===== src/rtl/prog_delay_line_pkg.sv =====
// Shared constants and width helper for the programmable sample delay line.
package delay_line_pkg;

  localparam int DEFAULT_WIDTH = 8;

  // Depths of the fixed delay lines this block replaces.
  localparam int LEGACY_DEPTH_30 = 30;
  localparam int LEGACY_DEPTH_45 = 45;
  localparam int LEGACY_DEPTH_60 = 60;
  localparam int LEGACY_DEPTH_90 = 90;

  // Bits needed to hold any value in 0..max_depth.
  function automatic int dw_of(input int max_depth);
    return $clog2(max_depth + 1);
  endfunction

endpackage


===== src/rtl/prog_delay_line_if.sv =====
// Sample stream, delay control and status bundle for prog_delay_line.
interface prog_delay_line_if
  import delay_line_pkg::*;
#(
  parameter int WIDTH     = DEFAULT_WIDTH,
  parameter int MAX_DEPTH = LEGACY_DEPTH_90,
  parameter int DW        = dw_of(MAX_DEPTH)
);
  // Valid-only stream, no backpressure: a sample is taken on every rising
  // edge where in_valid is high and flush is low; out_valid marks the one
  // cycle in which out_data carries a delayed sample.
  logic             in_valid;
  logic [WIDTH-1:0] data_in;
  logic             delay_load;
  logic [DW-1:0]    delay_sel;
  logic             flush;
  logic             out_valid;
  logic [WIDTH-1:0] out_data;
  logic [DW-1:0]    delay_q;
  logic [DW-1:0]    fill_level;
  logic             delay_err;

  modport master (
    output in_valid, data_in, delay_load, delay_sel, flush,
    input  out_valid, out_data, delay_q, fill_level, delay_err
  );

  modport slave (
    input  in_valid, data_in, delay_load, delay_sel, flush,
    output out_valid, out_data, delay_q, fill_level, delay_err
  );

endinterface


===== src/rtl/prog_delay_line_ring_mem.sv =====
// Circular sample store: synchronous write, asynchronous indexed read, no reset.
module delay_ring_mem #(
  parameter int WIDTH = 8,
  parameter int DEPTH = 90,
  parameter int AW    = 7
) (
  input  logic             clock,
  input  logic             we_i,
  input  logic [AW-1:0]    waddr_i,
  input  logic [WIDTH-1:0] wdata_i,
  input  logic [AW-1:0]    raddr_i,
  output logic [WIDTH-1:0] rdata_o
);

  logic [WIDTH-1:0] mem_q [DEPTH];

  always_ff @(posedge clock) begin
    if (we_i) mem_q[waddr_i] <= wdata_i;
  end

  assign rdata_o = mem_q[raddr_i];

endmodule


===== src/rtl/prog_delay_line.sv =====
// Runtime-programmable sample delay over a circular buffer; ages data only
// on accepted samples and suppresses output until enough history exists.
module prog_delay_line
  import delay_line_pkg::*;
#(
  parameter int WIDTH         = DEFAULT_WIDTH,
  parameter int MAX_DEPTH     = LEGACY_DEPTH_90,
  parameter int DEFAULT_DELAY = LEGACY_DEPTH_30
) (
  input logic               clock,
  input logic               reset,
  prog_delay_line_if.slave  bus
);

  localparam int DW = dw_of(MAX_DEPTH);
  localparam int AW = (MAX_DEPTH > 1) ? $clog2(MAX_DEPTH) : 1;
  localparam logic [DW-1:0] MAX_D  = DW'(MAX_DEPTH);
  localparam logic [DW-1:0] DEF_D  = DW'(DEFAULT_DELAY);
  localparam logic [DW-1:0] ONE_D  = DW'(1);
  localparam logic [DW-1:0] ZERO_D = '0;

  logic [DW-1:0]    wr_ptr_q, wr_ptr_d;
  logic [DW-1:0]    fill_q, fill_d;
  logic [DW-1:0]    dly_q, dly_d;
  logic             err_q, err_d;
  logic             out_valid_q, out_valid_d;
  logic [WIDTH-1:0] out_data_q, out_data_d;

  logic             accept;
  logic [DW-1:0]    rd_idx;
  logic [WIDTH-1:0] rd_data;

  delay_ring_mem #(
    .WIDTH (WIDTH),
    .DEPTH (MAX_DEPTH),
    .AW    (AW)
  ) u_mem (
    .clock   (clock),
    .we_i    (accept & ~reset),
    .waddr_i (wr_ptr_q[AW-1:0]),
    .wdata_i (bus.data_in),
    .raddr_i (rd_idx[AW-1:0]),
    .rdata_o (rd_data)
  );

  always_comb begin
    accept = bus.in_valid & ~bus.flush;

    // Modular subtract without a divider; D == MAX_DEPTH lands on wr_ptr,
    // which still holds the oldest sample because the read precedes the write.
    if (wr_ptr_q >= dly_q) rd_idx = wr_ptr_q - dly_q;
    else                   rd_idx = wr_ptr_q + MAX_D - dly_q;

    dly_d = dly_q;
    err_d = err_q;
    if (bus.delay_load) begin
      if (bus.delay_sel > MAX_D) begin
        dly_d = MAX_D;
        err_d = 1'b1;
      end else begin
        dly_d = bus.delay_sel;
      end
    end

    wr_ptr_d    = wr_ptr_q;
    fill_d      = fill_q;
    out_valid_d = 1'b0;
    out_data_d  = out_data_q;
    if (bus.flush) begin
      wr_ptr_d = '0;
      fill_d   = '0;
    end else if (accept) begin
      wr_ptr_d = (wr_ptr_q == MAX_D - ONE_D) ? ZERO_D : wr_ptr_q + ONE_D;
      if (fill_q != MAX_D) fill_d = fill_q + ONE_D;
      // Accept uses the delay in force before any same-cycle load.
      if (fill_q >= dly_q) begin
        out_valid_d = 1'b1;
        out_data_d  = (dly_q == ZERO_D) ? bus.data_in : rd_data;
      end
    end
  end

  always_ff @(posedge clock) begin
    if (reset) begin
      wr_ptr_q    <= '0;
      fill_q      <= '0;
      dly_q       <= DEF_D;
      err_q       <= 1'b0;
      out_valid_q <= 1'b0;
      out_data_q  <= '0;
    end else begin
      wr_ptr_q    <= wr_ptr_d;
      fill_q      <= fill_d;
      dly_q       <= dly_d;
      err_q       <= err_d;
      out_valid_q <= out_valid_d;
      out_data_q  <= out_data_d;
    end
  end

  assign bus.out_valid  = out_valid_q;
  assign bus.out_data   = out_data_q;
  assign bus.delay_q    = dly_q;
  assign bus.fill_level = fill_q;
  assign bus.delay_err  = err_q;

endmodule


===== src/flat_wrapper.sv =====
// flat-port wrapper written by rule: the top's interface ports become plain ports
module prog_delay_line_flat import delay_line_pkg::*;
#(
  parameter int WIDTH         = DEFAULT_WIDTH,
  parameter int MAX_DEPTH     = LEGACY_DEPTH_90,
  parameter int DEFAULT_DELAY = LEGACY_DEPTH_30
)
  (clock, reset, bus_in_valid, bus_data_in, bus_delay_load, bus_delay_sel, bus_flush, bus_out_valid, bus_out_data, bus_delay_q, bus_fill_level, bus_delay_err);
  prog_delay_line_if #(.WIDTH(WIDTH), .MAX_DEPTH(MAX_DEPTH), .DW((dw_of((90))))) bus_i ();
  input logic clock;
  input logic reset;
  input wire logic [$bits(bus_i.in_valid)-1:0] bus_in_valid;
  input wire logic [$bits(bus_i.data_in)-1:0] bus_data_in;
  input wire logic [$bits(bus_i.delay_load)-1:0] bus_delay_load;
  input wire logic [$bits(bus_i.delay_sel)-1:0] bus_delay_sel;
  input wire logic [$bits(bus_i.flush)-1:0] bus_flush;
  output wire logic [$bits(bus_i.out_valid)-1:0] bus_out_valid;
  output wire logic [$bits(bus_i.out_data)-1:0] bus_out_data;
  output wire logic [$bits(bus_i.delay_q)-1:0] bus_delay_q;
  output wire logic [$bits(bus_i.fill_level)-1:0] bus_fill_level;
  output wire logic [$bits(bus_i.delay_err)-1:0] bus_delay_err;
  assign bus_i.in_valid = bus_in_valid;
  assign bus_i.data_in = bus_data_in;
  assign bus_i.delay_load = bus_delay_load;
  assign bus_i.delay_sel = bus_delay_sel;
  assign bus_i.flush = bus_flush;
  assign bus_out_valid = bus_i.out_valid;
  assign bus_out_data = bus_i.out_data;
  assign bus_delay_q = bus_i.delay_q;
  assign bus_fill_level = bus_i.fill_level;
  assign bus_delay_err = bus_i.delay_err;
  prog_delay_line #(.WIDTH(WIDTH), .MAX_DEPTH(MAX_DEPTH), .DEFAULT_DELAY(DEFAULT_DELAY)) u_core (.clock(clock), .reset(reset), .bus(bus_i));
endmodule

===== config.mk =====
export PLATFORM = sky130hd
export DESIGN_NAME = prog_delay_line_flat
export DESIGN_NICKNAME = d
export VERILOG_FILES = /design/src/rtl/prog_delay_line_pkg.sv /design/src/rtl/prog_delay_line_if.sv /design/src/rtl/prog_delay_line_ring_mem.sv /design/src/rtl/prog_delay_line.sv /design/src/flat_wrapper.sv
export SDC_FILE = /design/constraint.sdc
export NUM_CORES = 1
export LEC_CHECK = 0
export ABC_AREA = 1
export CAP_MARGIN = 0
export CORE_ASPECT_RATIO = 1.75
export CORE_MARGIN = 10
export CORE_UTILIZATION = 67
export CTS_CLUSTER_SIZE = 24
export DETAILED_ROUTE_END_ITERATION = 7
export HOLD_SLACK_MARGIN = 0.1
export PLACE_DENSITY = 0.81
export SYNTH_ARGS = -nofsm -noshare
export SYNTH_HDL_FRONTEND = slang
export SYNTH_SLANG_ARGS = --single-unit

===== constraint.sdc =====
create_clock -name clock -period 5.8 [get_ports clock]
set_input_delay 1.16 -clock clock [delete_from_list [all_inputs] [get_ports clock]]
set_output_delay 1.16 -clock clock [all_outputs]
set_load 0.005 [all_outputs]

==> flow_summary.json <==
{
  "async_reset_ff_frac": 0,
  "ys.warnings.count": 0,
  "post-route-min-period_ps": 4320,
  "syn_inst": 2593,
  "ant_nets": 0,
  "slew_viol_final": 0,
  "row_count": 105,
  "wl_per_cell_um": 24.3,
  "yosysSeqAreaShare": 0.697,
  "synthFlopType": "edfxtp_1",
  "syn-cell-area_um2": 31900,
  "relSlewSlack": 0.212,
  "status": "completed",
  "drt-initial-drc-count": 2375,
  "fmax_mhz": 231,
  "rsz0062_at_grt": "no",
  "p_comb_frac": 0.153,
  "clock_sinks": 751,
  "hold_path.class": "reg -> reg",
  "first_global_vias": 20300,
  "grt_pass1_wl_mm": 117,
  "clockRootBuffer": "clkbuf_16",
  "gp_congestion": 0.986,
  "post_cts_buffers": 0,
  "holdWs_ps": 504,
  "drc_errors": 0,
  "ioPinCount": 44,
  "post-route-period-util": 0.746,
  "setup_slack_ps": 1480,
  "cap_violations": 0,
  "synth.distinct_cells": 37,
  "p_sw_uw": 3130,
  "die_h_um": 309,
  "r2r_cells": 18,
  "coreArea_um2": 47000,
  "initial_core_util": 0.678,
  "leakagePower_uw": 0.0132,
  "finalClockSkew_ps": 19.2,
  "cts_hold_buffers": 0,
  "setup.worst_path.start_class": "input pin",
  "clkLatencyLatePin_ps": 600,
  "track_usage": 0.275,
  "area_delta_synth_final_pct": 8.44,
  "holdPathStages": 2,
  "htree_num_levels": 2,
  "powerDensity_nw_per_um2": 345,
  "synth_edf_count": 720,
  "clk_pin_slew_ps": 70,
  "cp_slowest_stage_delay_ps": 800,
  "worstSetupPathType": "in -> reg",
  "seqPwrFrac": 0.498,
  "drt_wl_total_mm": 78.4,
  "cts_resized": 0,
  "crit_required_ps": 6040,
  "vias": 20300,
  "crit_fanout": 12,
  "worst_setup_path_end_kind": "flop",
  "grt_max_degree": 187,
  "multiInputGateArea_um2": 8610,
  "tritoncts": "yes",
  "dp_hpwl_mm": 48.8,
  "dieArea_um2": 57100,
  "slowest_stage": "nor2_1",
  "synth-seq-cells": 751,
  "setup_violations": 0,
  "cts.path.max_buffers": 3,
  "clockPowerShare": 0.349,
  "syn_nets": 2643,
  "switching_share": 0.262,
  "crit_path_frequent_cell": "nor2_1",
  "cp.arrival_ps": 4570,
  "vdd_ir_drop_max_uv": 292,
  "cts_buffers": 59,
  "antenna_found_initial": 1,
  "port_buffers": 43,
  "routed_via_density": 6.31,
  "die_w_um": 185,
  "tns_ps": 0,
  "path_cells": "clkdlybuf4s50_1, nor2_1, inv_1, nor2_1, nand2_1, nor2_1",
  "finalNetCount": 2638,
  "final_layout_size_suffix_gt1_frac": 0.0550,
  "place_ws_ps": 963,
  "worst_slew_pin_slew_ps": 1180,
  "finalHoldViolations": 0,
  "avgSynthCellArea_um2": 12.3,
  "firstDrtPassIters": 6,
  "seq_area_um2": 22200,
  "grt_overflow_total": 0,
  "fill_cells": 2995,
  "p_int_uw": 8800
}
[stage by stage]
step	util	power, µW	cell area [µm²]	cells
4_1_cts	0.735	11900	34600	3225
6_report	0.736	11900	34600	3226
2_1_floorplan	-	7270	31900	2593
3_5_place_dp	0.693	7830	32600	3115
5_1_grt	0.735	12300	34600	3225
3_3_place_gp	0.693	7790	32600	3115
[worst max-delay path: cells and delay by family]
family / cells / cell delay [ps]
buf+inv: 2 / 880
simple gates: 4 / 2530
[cell families (layout without fill, tap and decap cells)]
group           count (synthesis)  count (layout)  share of synthesized area
simple gates                 1290            1290                      0.175
xor+xnor                        7               7                    0.00192
mux                           208             208                     0.0653
compound gates                 86              86                     0.0147
other cells                     0               1                          0
flops                         751             751                      0.697
buf+inv                       221             265                     0.0336
fa+ha+maj                      30              30                     0.0127
[flip-flops by register name, summed over array words and instances, names as in the netlist]
signal                 cells
u_core.bus.out_data        8
u_core.bus.delay_err       1
u_core.wr_ptr_q            7
u_core.bus.out_valid       1
u_core.bus.delay_q         7
u_core.bus.fill_level      7
u_core.u_mem.mem_q       720
[routing by layer]
layer  track usage  share of wire  wire length [µm]
met3        0.0389          0.076              5990
met1         0.312           0.34             26500
met2         0.480           0.52             40700
met4         0.168          0.066              5160
met5             0        0.00017                13
[cells in the mapped netlist (3+ instances only)]
cell	n	area, µm²
edfxtp_1	720	21600
a21boi_0	3	22.5
nand3_1	486	2430
mux2i_1	208	2080
o211ai_1	4	30.0
buf_2	50	250
nand2_1	639	2400
buf_6	20	225
dfxtp_1	31	621
buf_4	8	60.1
inv_1	82	308
inv_2	5	18.8
nor3_1	10	50.1
xor2_1	5	43.8
fa_1	4	80.1
nor2_1	133	499
buf_1	3	11.3
o21ai_0	25	125
ha_1	26	325
a21oi_1	47	235
nand4_1	5	31.3
nand2_4	6	67.6
clkbuf_1	53	199
[layout make-up]
cell class / instances / area share
sequential: 751 / 0.643
tap: 588 / 0.0213
clock inverter: 30 / 0.0108
timing repair buffer: 68 / 0.0191
multi-input combinational: 1621 / 0.249
clock buffer: 80 / 0.0474
inverter: 87 / 0.00951
antenna: 1 / 0.0000723
[path summary, 6_finish.rpt]
| kind | to | slack, ps | startpoint |
|---|---|---|---|
| worst max-delay path | u_core.u_mem.mem_q[12][7]$_DFFE_PP_ | 1480 | reset |
| worst min register to register | u_core.bus.delay_err$_SDFFE_PP0P_ | 500 | u_core.bus.delay_err$_SDFFE_PP0P_ |
| worst min-delay path | u_core.bus.delay_err$_SDFFE_PP0P_ | 500 | u_core.bus.delay_err$_SDFFE_PP0P_ |
| worst max register to register | u_core.bus.out_data[7]$_SDFFE_PP0P_ | 1490 | u_core.wr_ptr_q[0]$_SDFFE_PP0P_ |
[power by group through the flow]
stage / Combinational (µW) / Sequential [µW] / Clock (µW)
floorplan: 1200 / 6070 / 0
global placement: 1720 / 6070 / 0
detailed placement: 1760 / 6070 / 0
CTS: 1770 / 5950 / 4170
global route: 1930 / 5950 / 4390
finish: 1820 / 5950 / 4160
[layout by cell type, fill, tap and decap left out, types with 8 or more instances in the layout]
| master | instances |
|---|---|
| nor3_1 | 10 |
| inv_1 | 82 |
| a21oi_1 | 47 |
| ha_1 | 25 |
| nand3_1 | 486 |
| clkbuf_16 | 62 |
| buf_4 | 28 |
| nor2_1 | 133 |
| clkbuf_1 | 16 |
| o21ai_0 | 25 |
| dfxtp_1 | 31 |
| bufinv_16 | 8 |
| mux2i_1 | 208 |
| nand2_1 | 639 |
| edfxtp_1 | 720 |
| clkdlybuf4s50_1 | 35 |
| clkinv_2 | 9 |
(Power assumes the default switching activity.)
